**src/rtl/reorder_buffer.sv**
```systemverilog
// reorder_buffer: in-order commit buffer with write-back, CDB broadcast and mispredict flush
// Optional feature macro: ROB_LSB_WB_EN adds the lsb_* write-back port.
// Ports: clk_in/rst_n_in clock and async active-low reset; rdy_in global stall;
//   issue_* allocate the entry at alloc_rob_id; full registered back-pressure;
//   rs_* (and lsb_*) write-back; query_* combinational operand lookup;
//   cdb_* registered commit broadcast; clear/clear_pc registered flush pulse and target.
module reorder_buffer #(
  parameter int ROB_CAP       = 16,
  parameter int ROB_INDEX_BIT = 4,
  parameter int FULL_MARGIN   = 2
) (
  input  logic                     clk_in,
  input  logic                     rst_n_in,
  input  logic                     rdy_in,
  input  logic                     issue_req,
  input  logic                     issue_kind,
  input  logic [4:0]               issue_rd,
  input  logic                     issue_pred_taken,
  input  logic [31:0]              issue_alt_pc,
  output logic [ROB_INDEX_BIT-1:0] alloc_rob_id,
  output logic                     full,
  input  logic                     rs_ready,
  input  logic [ROB_INDEX_BIT-1:0] rs_rob_id,
  input  logic [31:0]              rs_result,
`ifdef ROB_LSB_WB_EN
  input  logic                     lsb_ready,
  input  logic [ROB_INDEX_BIT-1:0] lsb_rob_id,
  input  logic [31:0]              lsb_result,
`endif
  input  logic [ROB_INDEX_BIT-1:0] query_id1,
  input  logic [ROB_INDEX_BIT-1:0] query_id2,
  output logic                     query_ready1,
  output logic                     query_ready2,
  output logic [31:0]              query_val1,
  output logic [31:0]              query_val2,
  output logic                     cdb_req,
  output logic [31:0]              cdb_val,
  output logic [ROB_INDEX_BIT-1:0] cdb_rob_id,
  output logic [4:0]               cdb_rd,
  output logic                     clear,
  output logic [31:0]              clear_pc
);
  localparam int CW = ROB_INDEX_BIT + 1;
  logic [ROB_CAP-1:0] busy_q, busy_d, ready_q, ready_d, kind_q, kind_d, pred_q, pred_d;
  logic [4:0] rd_q [ROB_CAP];
  logic [4:0] rd_d [ROB_CAP];
  logic [31:0] val_q [ROB_CAP];
  logic [31:0] val_d [ROB_CAP];
  logic [31:0] alt_q [ROB_CAP];
  logic [31:0] alt_d [ROB_CAP];
  logic [ROB_INDEX_BIT-1:0] head_q, head_d, tail_q, tail_d, cdb_rob_id_q, cdb_rob_id_d;
  logic [CW-1:0] count_q, count_d;
  logic full_q, full_d, cdb_req_q, cdb_req_d, clear_q, clear_d;
  logic [31:0] cdb_val_q, cdb_val_d, clear_pc_q, clear_pc_d;
  logic [4:0] cdb_rd_q, cdb_rd_d;
  logic commit, mispredict, do_issue, rs_wb, lsb_wb;
  logic [ROB_INDEX_BIT-1:0] lsb_id;
  logic [31:0] lsb_val;
  // commit looks only at registered ready, so a same-edge write-back waits one cycle
  assign commit     = busy_q[head_q] & ready_q[head_q];
  assign mispredict = commit & kind_q[head_q] & (val_q[head_q][0] != pred_q[head_q]);
  assign do_issue   = issue_req & ~clear_q & ~mispredict;
  assign rs_wb      = rs_ready & ~clear_q & busy_q[rs_rob_id];
`ifdef ROB_LSB_WB_EN
  assign lsb_wb  = lsb_ready & ~clear_q & busy_q[lsb_rob_id];
  assign lsb_id  = lsb_rob_id;
  assign lsb_val = lsb_result;
`else
  assign lsb_wb  = 1'b0;
  assign lsb_id  = '0;
  assign lsb_val = '0;
`endif
  always_comb begin
    busy_d  = busy_q;
    ready_d = ready_q;
    kind_d  = kind_q;
    pred_d  = pred_q;
    rd_d    = rd_q;
    val_d   = val_q;
    alt_d   = alt_q;
    head_d  = head_q;
    tail_d  = tail_q;
    // lsb first so rs overrides it on a same-entry collision
    if (lsb_wb) begin
      val_d[lsb_id]   = lsb_val;
      ready_d[lsb_id] = 1'b1;
    end
    if (rs_wb) begin
      val_d[rs_rob_id]   = rs_result;
      ready_d[rs_rob_id] = 1'b1;
    end
    if (commit) begin
      busy_d[head_q] = 1'b0;
      head_d         = head_q + ROB_INDEX_BIT'(1);
    end
    if (do_issue) begin
      busy_d[tail_q]  = 1'b1;
      ready_d[tail_q] = 1'b0;
      kind_d[tail_q]  = issue_kind;
      pred_d[tail_q]  = issue_pred_taken;
      rd_d[tail_q]    = issue_rd;
      alt_d[tail_q]   = issue_alt_pc;
      tail_d          = tail_q + ROB_INDEX_BIT'(1);
    end
    if (mispredict) begin
      busy_d = '0;
      head_d = '0;
      tail_d = '0;
    end
    count_d      = mispredict ? '0 : count_q + CW'(do_issue) - CW'(commit);
    full_d       = count_d >= CW'(ROB_CAP - FULL_MARGIN);
    cdb_req_d    = commit & ~kind_q[head_q];
    cdb_val_d    = cdb_req_d ? val_q[head_q] : cdb_val_q;
    cdb_rob_id_d = cdb_req_d ? head_q : cdb_rob_id_q;
    cdb_rd_d     = cdb_req_d ? rd_q[head_q] : cdb_rd_q;
    clear_d      = mispredict;
    clear_pc_d   = mispredict ? alt_q[head_q] : clear_pc_q;
  end
  always_ff @(posedge clk_in or negedge rst_n_in) begin
    if (!rst_n_in) begin
      busy_q       <= '0;
      ready_q      <= '0;
      kind_q       <= '0;
      pred_q       <= '0;
      for (int i = 0; i < ROB_CAP; i++) begin
        rd_q[i]  <= '0;
        val_q[i] <= '0;
        alt_q[i] <= '0;
      end
      head_q       <= '0;
      tail_q       <= '0;
      count_q      <= '0;
      full_q       <= 1'b0;
      cdb_req_q    <= 1'b0;
      cdb_val_q    <= '0;
      cdb_rob_id_q <= '0;
      cdb_rd_q     <= '0;
      clear_q      <= 1'b0;
      clear_pc_q   <= '0;
    end else if (rdy_in) begin
      busy_q       <= busy_d;
      ready_q      <= ready_d;
      kind_q       <= kind_d;
      pred_q       <= pred_d;
      rd_q         <= rd_d;
      val_q        <= val_d;
      alt_q        <= alt_d;
      head_q       <= head_d;
      tail_q       <= tail_d;
      count_q      <= count_d;
      full_q       <= full_d;
      cdb_req_q    <= cdb_req_d;
      cdb_val_q    <= cdb_val_d;
      cdb_rob_id_q <= cdb_rob_id_d;
      cdb_rd_q     <= cdb_rd_d;
      clear_q      <= clear_d;
      clear_pc_q   <= clear_pc_d;
    end else begin
      cdb_req_q    <= 1'b0;
      clear_q      <= 1'b0;
    end
  end
  assign alloc_rob_id = tail_q;
  assign full         = full_q;
  assign query_ready1 = busy_q[query_id1] & ready_q[query_id1];
  assign query_ready2 = busy_q[query_id2] & ready_q[query_id2];
  assign query_val1   = val_q[query_id1];
  assign query_val2   = val_q[query_id2];
  assign cdb_req      = cdb_req_q;
  assign cdb_val      = cdb_val_q;
  assign cdb_rob_id   = cdb_rob_id_q;
  assign cdb_rd       = cdb_rd_q;
  assign clear        = clear_q;
  assign clear_pc     = clear_pc_q;
endmodule

```
**config.mk**
```make
export PLATFORM = sky130hd
export DESIGN_NAME = reorder_buffer
export DESIGN_NICKNAME = d
export VERILOG_FILES = /design/src/rtl/reorder_buffer.sv
export SDC_FILE = /design/constraint.sdc
export NUM_CORES = 2
export LEC_CHECK = 0
export BUFFER_PORTS_ARGS = -buffer_cell sky130_fd_sc_hd__buf_2
export CORE_ASPECT_RATIO = 0.75
export CORE_MARGIN = 1
export CORE_UTILIZATION = 31
export CTS_CLUSTER_SIZE = 28
export DETAILED_ROUTE_END_ITERATION = 10
export MAX_ROUTING_LAYER = met4
export PLACE_DENSITY_LB_ADDON = 0.05
export SYNTH_ARGS = -nofsm -noshare
export SYNTH_HDL_FRONTEND = slang
export SYNTH_SLANG_ARGS = --single-unit
```
**constraint.sdc**
```tcl
create_clock -name clk_in -period 5.8 [get_ports clk_in]
set_input_delay 0.58 -clock clk_in [delete_from_list [all_inputs] [get_ports clk_in]]
set_output_delay 0.58 -clock clk_in [all_outputs]
set_load 0.005 [all_outputs]
```
==> flow_metrics.tcl <==
set metrics [dict create \
    num_rows 143 \
    drc_errors 0 \
    cp_top_family "simple AND/OR/NAND/NOR gates" \
    fin_crit_ps 4512 \
    max-vdd-ir-drop_mv 0.3571 \
    ctsResizeCount 0 \
    core_area_sq_um 203600 \
    cp_num_buf_inv 3 \
    via_count 37000 \
    cpPeakStageDelay_ps 780 \
    rr_worst_depth 18 \
    finalCritPeriodShare_pct 77.80 \
    seq_area_frac_synth_pct 49.24 \
    use_met1_pct 29.80 \
    max_freq_mhz 221.6 \
    cts.clk_slew.worst_paths_ps 60 \
    ys_async_sr_fraction_pct 100.0 \
    synth-edff-count 0 \
    path_cells "nor2b_1 > a22oi_1 > nand2_1 > xor2_1 > and3_2 > nand2b_1 > ha_1 > inv_1 > ha_1 > inv_1 > fa_1 > inv_1 > a21o_1 > a21oi_1 > xnor2_1 > xnor2_1 > mux2i_1 > o2bb2ai_1" \
    io_buffers 233 \
    post_drt_wl_per_cell_um 30.28 \
    synthCells 3865 \
    cts.sinks 1257 \
    synth_most_common_cell "dfrtp_1" \
    tns_ps 0 \
    setup_viol 0 \
    htreeDepth 4 \
    maxSlewViolCount 0 \
    via_per_inst 5.444 \
    grt_pass1_vias 39770 \
    use_met3_pct 3.093 \
    r2r_end "full" \
    die_h_um 395.1 \
    cp.arrival_ps 5200 \
    crit_type "reg2reg" \
    critical_path.slowest_cell "nor2b_1" \
    place_congestion 0.7526 \
    synth-simple-area-share_pct 1.888 \
    crit_cells 18 \
    initial_core_util_pct 31.37 \
    synth_top_family_by_area "multiplexers" \
    netlist_area_sq_um 63880 \
    grt_overflow 0 \
    critPathLaunchType "flop" \
    synth_compound_gate_area_share_pct 0.8971 \
    ys_top_cells_by_count "dfrtp_1 (1257), mux2_2 (1129), mux4_2 (686)" \
    crit_top_cell "inv_1" \
    cts_tree "done" \
    synthMuxAreaShare_pct 44.97 \
    hold_viol_final 0 \
    cts_buffers 148 \
    dr.pass1.iters 5 \
    grt_max_degree 155 \
    critical_path_required_ps 6490 \
    p_leak_nw 32.14 \
    drv_cap 0 \
    startpoint "head_q[2]" \
    reg2reg_setup_slack_ps 1290 \
    p_sw_mw 9.975 \
    r2r-start "head_q[2]" \
    antenna_left 0 \
    power_frac_seq_pct 40.6 \
    syn_to_final_growth_pct 14.42 \
    end_kind "flop" \
    finish.utilization_pct 35.89 \
    synth_ff_type "dfrtp_1" \
    routed_wl_mm 205.8 \
    ys_ff_latch 1257 \
    synth_adder_area_share_pct 0.2860 \
    combPwrFrac_pct 30.0 \
    die_w_um 526.2 \
    antenna_found_initial 35 \
    drt_iter0_markers 2121 \
    slew_headroom_pct 18.25 \
    drive_above_1_share_pct 59.59 \
    synth_top_cell_by_area "dfrtp_1" \
    ys_types 48 \
    synthTopCellsByArea "dfrtp_1 (49%), mux4_2 (24%), mux2_2 (20%), clkbuf_1 (1.4%), mux2_1 (0.86%)" \
    synth_nets 3967 \
    hold_path_class "in2reg" \
    ys_warn_count 0 \
    grt_pass1_wl_mm 305.0 \
    internal_power_mw 22.88 \
    layout.nets 4083 \
    p_per_area_nw_per_um2 449.5 \
    postCtsSetupRepairBufs 0 \
    dp_hpwl_mm 116.0 \
    skew_ps 30.37 \
    dieArea_sq_um 207900 \
    synth_top_cell_area_share_pct 49.24 \
    p_sw_share_pct 30.36 \
    fin_ws_ps 1288 \
    clock_path_buffers 3 \
    grt_usage_pct 20.72 \
    ios 234 \
    busiest_layer "met2" \
    crit_end "full" \
    cts_root_buf "clkbuf_16" \
    synthXorXnorAreaFrac_pct 0.06856 \
    status "finished clean" \
    dpl_worst_slack_ps 1245 \
    clk_latency_ps 790 \
    pwr-share-clk_pct 29.3 \
    tightest_slew_ps 1226 \
    crit_fanout 19 \
    synth.avg_cell_area_sq_um 16.53 \
    rsz0062_at_grt "no" \
    use_met2_pct 30.94 \
]
cells by family after synthesis:
family	after synthesis
XOR/XNOR	5
buffers and inverters	395
AO/OA/AOI/OAI	79
flip-flops	1257
adder cells (fa/ha/maj)	14
AND/OR/NAND/NOR	250
multiplexers	1865
power by group through the flow:
stage / Combinational (mW) / Sequential (mW) / Clock, mW
6_report: 9.87 / 13.3 / 9.63
5_1_grt: 10.6 / 13.8 / 10.3
4_1_cts: 10.1 / 13.4 / 9.97
3_5_place_dp: 10.1 / 13.5 / 0
3_3_place_gp: 9.98 / 13.5 / 0
2_1_floorplan: 7.63 / 12.7 / 0
registers in the layout, indices dropped and copies added, names as in the netlist, 5 cells and up:
signal / flops
cdb_rd: 5
count_q: 5
val_q: 512
busy_q: 16
cdb_val: 32
pred_q: 16
alt_q: 512
ready_q: 16
rd_q: 80
kind_q: 16
clear_pc: 32
worst min-delay path by stage:
| stage | from | cells past startpoint | endpoint |
|---|---|---|---|
| 5_1_grt | rs_rob_id[3] | 4 | ready_q[1] |
| 6_report | rs_rob_id[2] | 4 | ready_q[1] |
| 3_5_place_dp | clear_pc[14] | 2 | clear_pc[14] |
| 4_1_cts | rs_rob_id[3] | 4 | ready_q[1] |
| 2_1_floorplan | rst_n_in | 0 | alloc_rob_id[0] |
| 3_3_place_gp | clear_pc[19] | 2 | clear_pc[19] |
tightest hold or removal path, cell delays in order:
cell     delay [ps]
buf_2           110
nor2_1           60
nand4_1         130
a21oi_1          80
metal layers:
metal | part of all wire [%] | wire length, um | up-vias
met4 | 2.1 | 4309 | 0
met1 | 49 | 99940 | 20720
met3 | 3.5 | 7192 | 276
li1 | - | - | 15320
met2 | 46 | 94340 | 678
met5 | 0 | 0 | -
what timing repair did:
item,in CTS,in global routing
endpoints found under the hold margin,81,0
setup endpoints to repair,0,0
hold buffers,1,0
metrics by stage:
step                      hold slack, ps  cells  area [sq um]  power (mW)
after floorplan                    284.4   3865         63880       20.32
after global placement             455.4   6512         68110       23.48
after detailed placement           457.5   6512         68110       23.57
after CTS                          172.7   6782         73050       33.44
after global routing               209.9   6795         73080       34.74
final                              237.9   6796         73080       32.85
area by class of cell:
| type | instances | area, sq um |
|---|---|---|
| multi-input cells | 2213 | 30910 |
| diodes | 14 | 35.03 |
| clock inverters | 45 | 513.0 |
| clock buffers | 224 | 4414 |
| inverters | 22 | 82.58 |
| repair buffers | 339 | 2297 |
| well taps | 2682 | 3356 |
| flip-flops and latches | 1257 | 31470 |
| fillers | 19330 | 130500 |
cells in the final DEF, fill, tap and decap left out, types with 7 or more instances in the layout:
cell type,n
nor2_1,37
a31o_2,18
mux2_2,1129
buf_4,87
buf_12,23
nor2_4,10
inv_1,21
clkbuf_16,152
mux4_2,686
clkbuf_8,34
a21oi_1,17
ha_1,13
clkbuf_1,38
diode_2,14
nand3_1,28
bufinv_16,8
buf_2,224
nand2b_1,7
dfrtp_1,1253
mux2_1,49
nand2_1,126
clkinv_2,21
nor3_4,12
No activity file was read; power rests on OpenSTA's default activity.
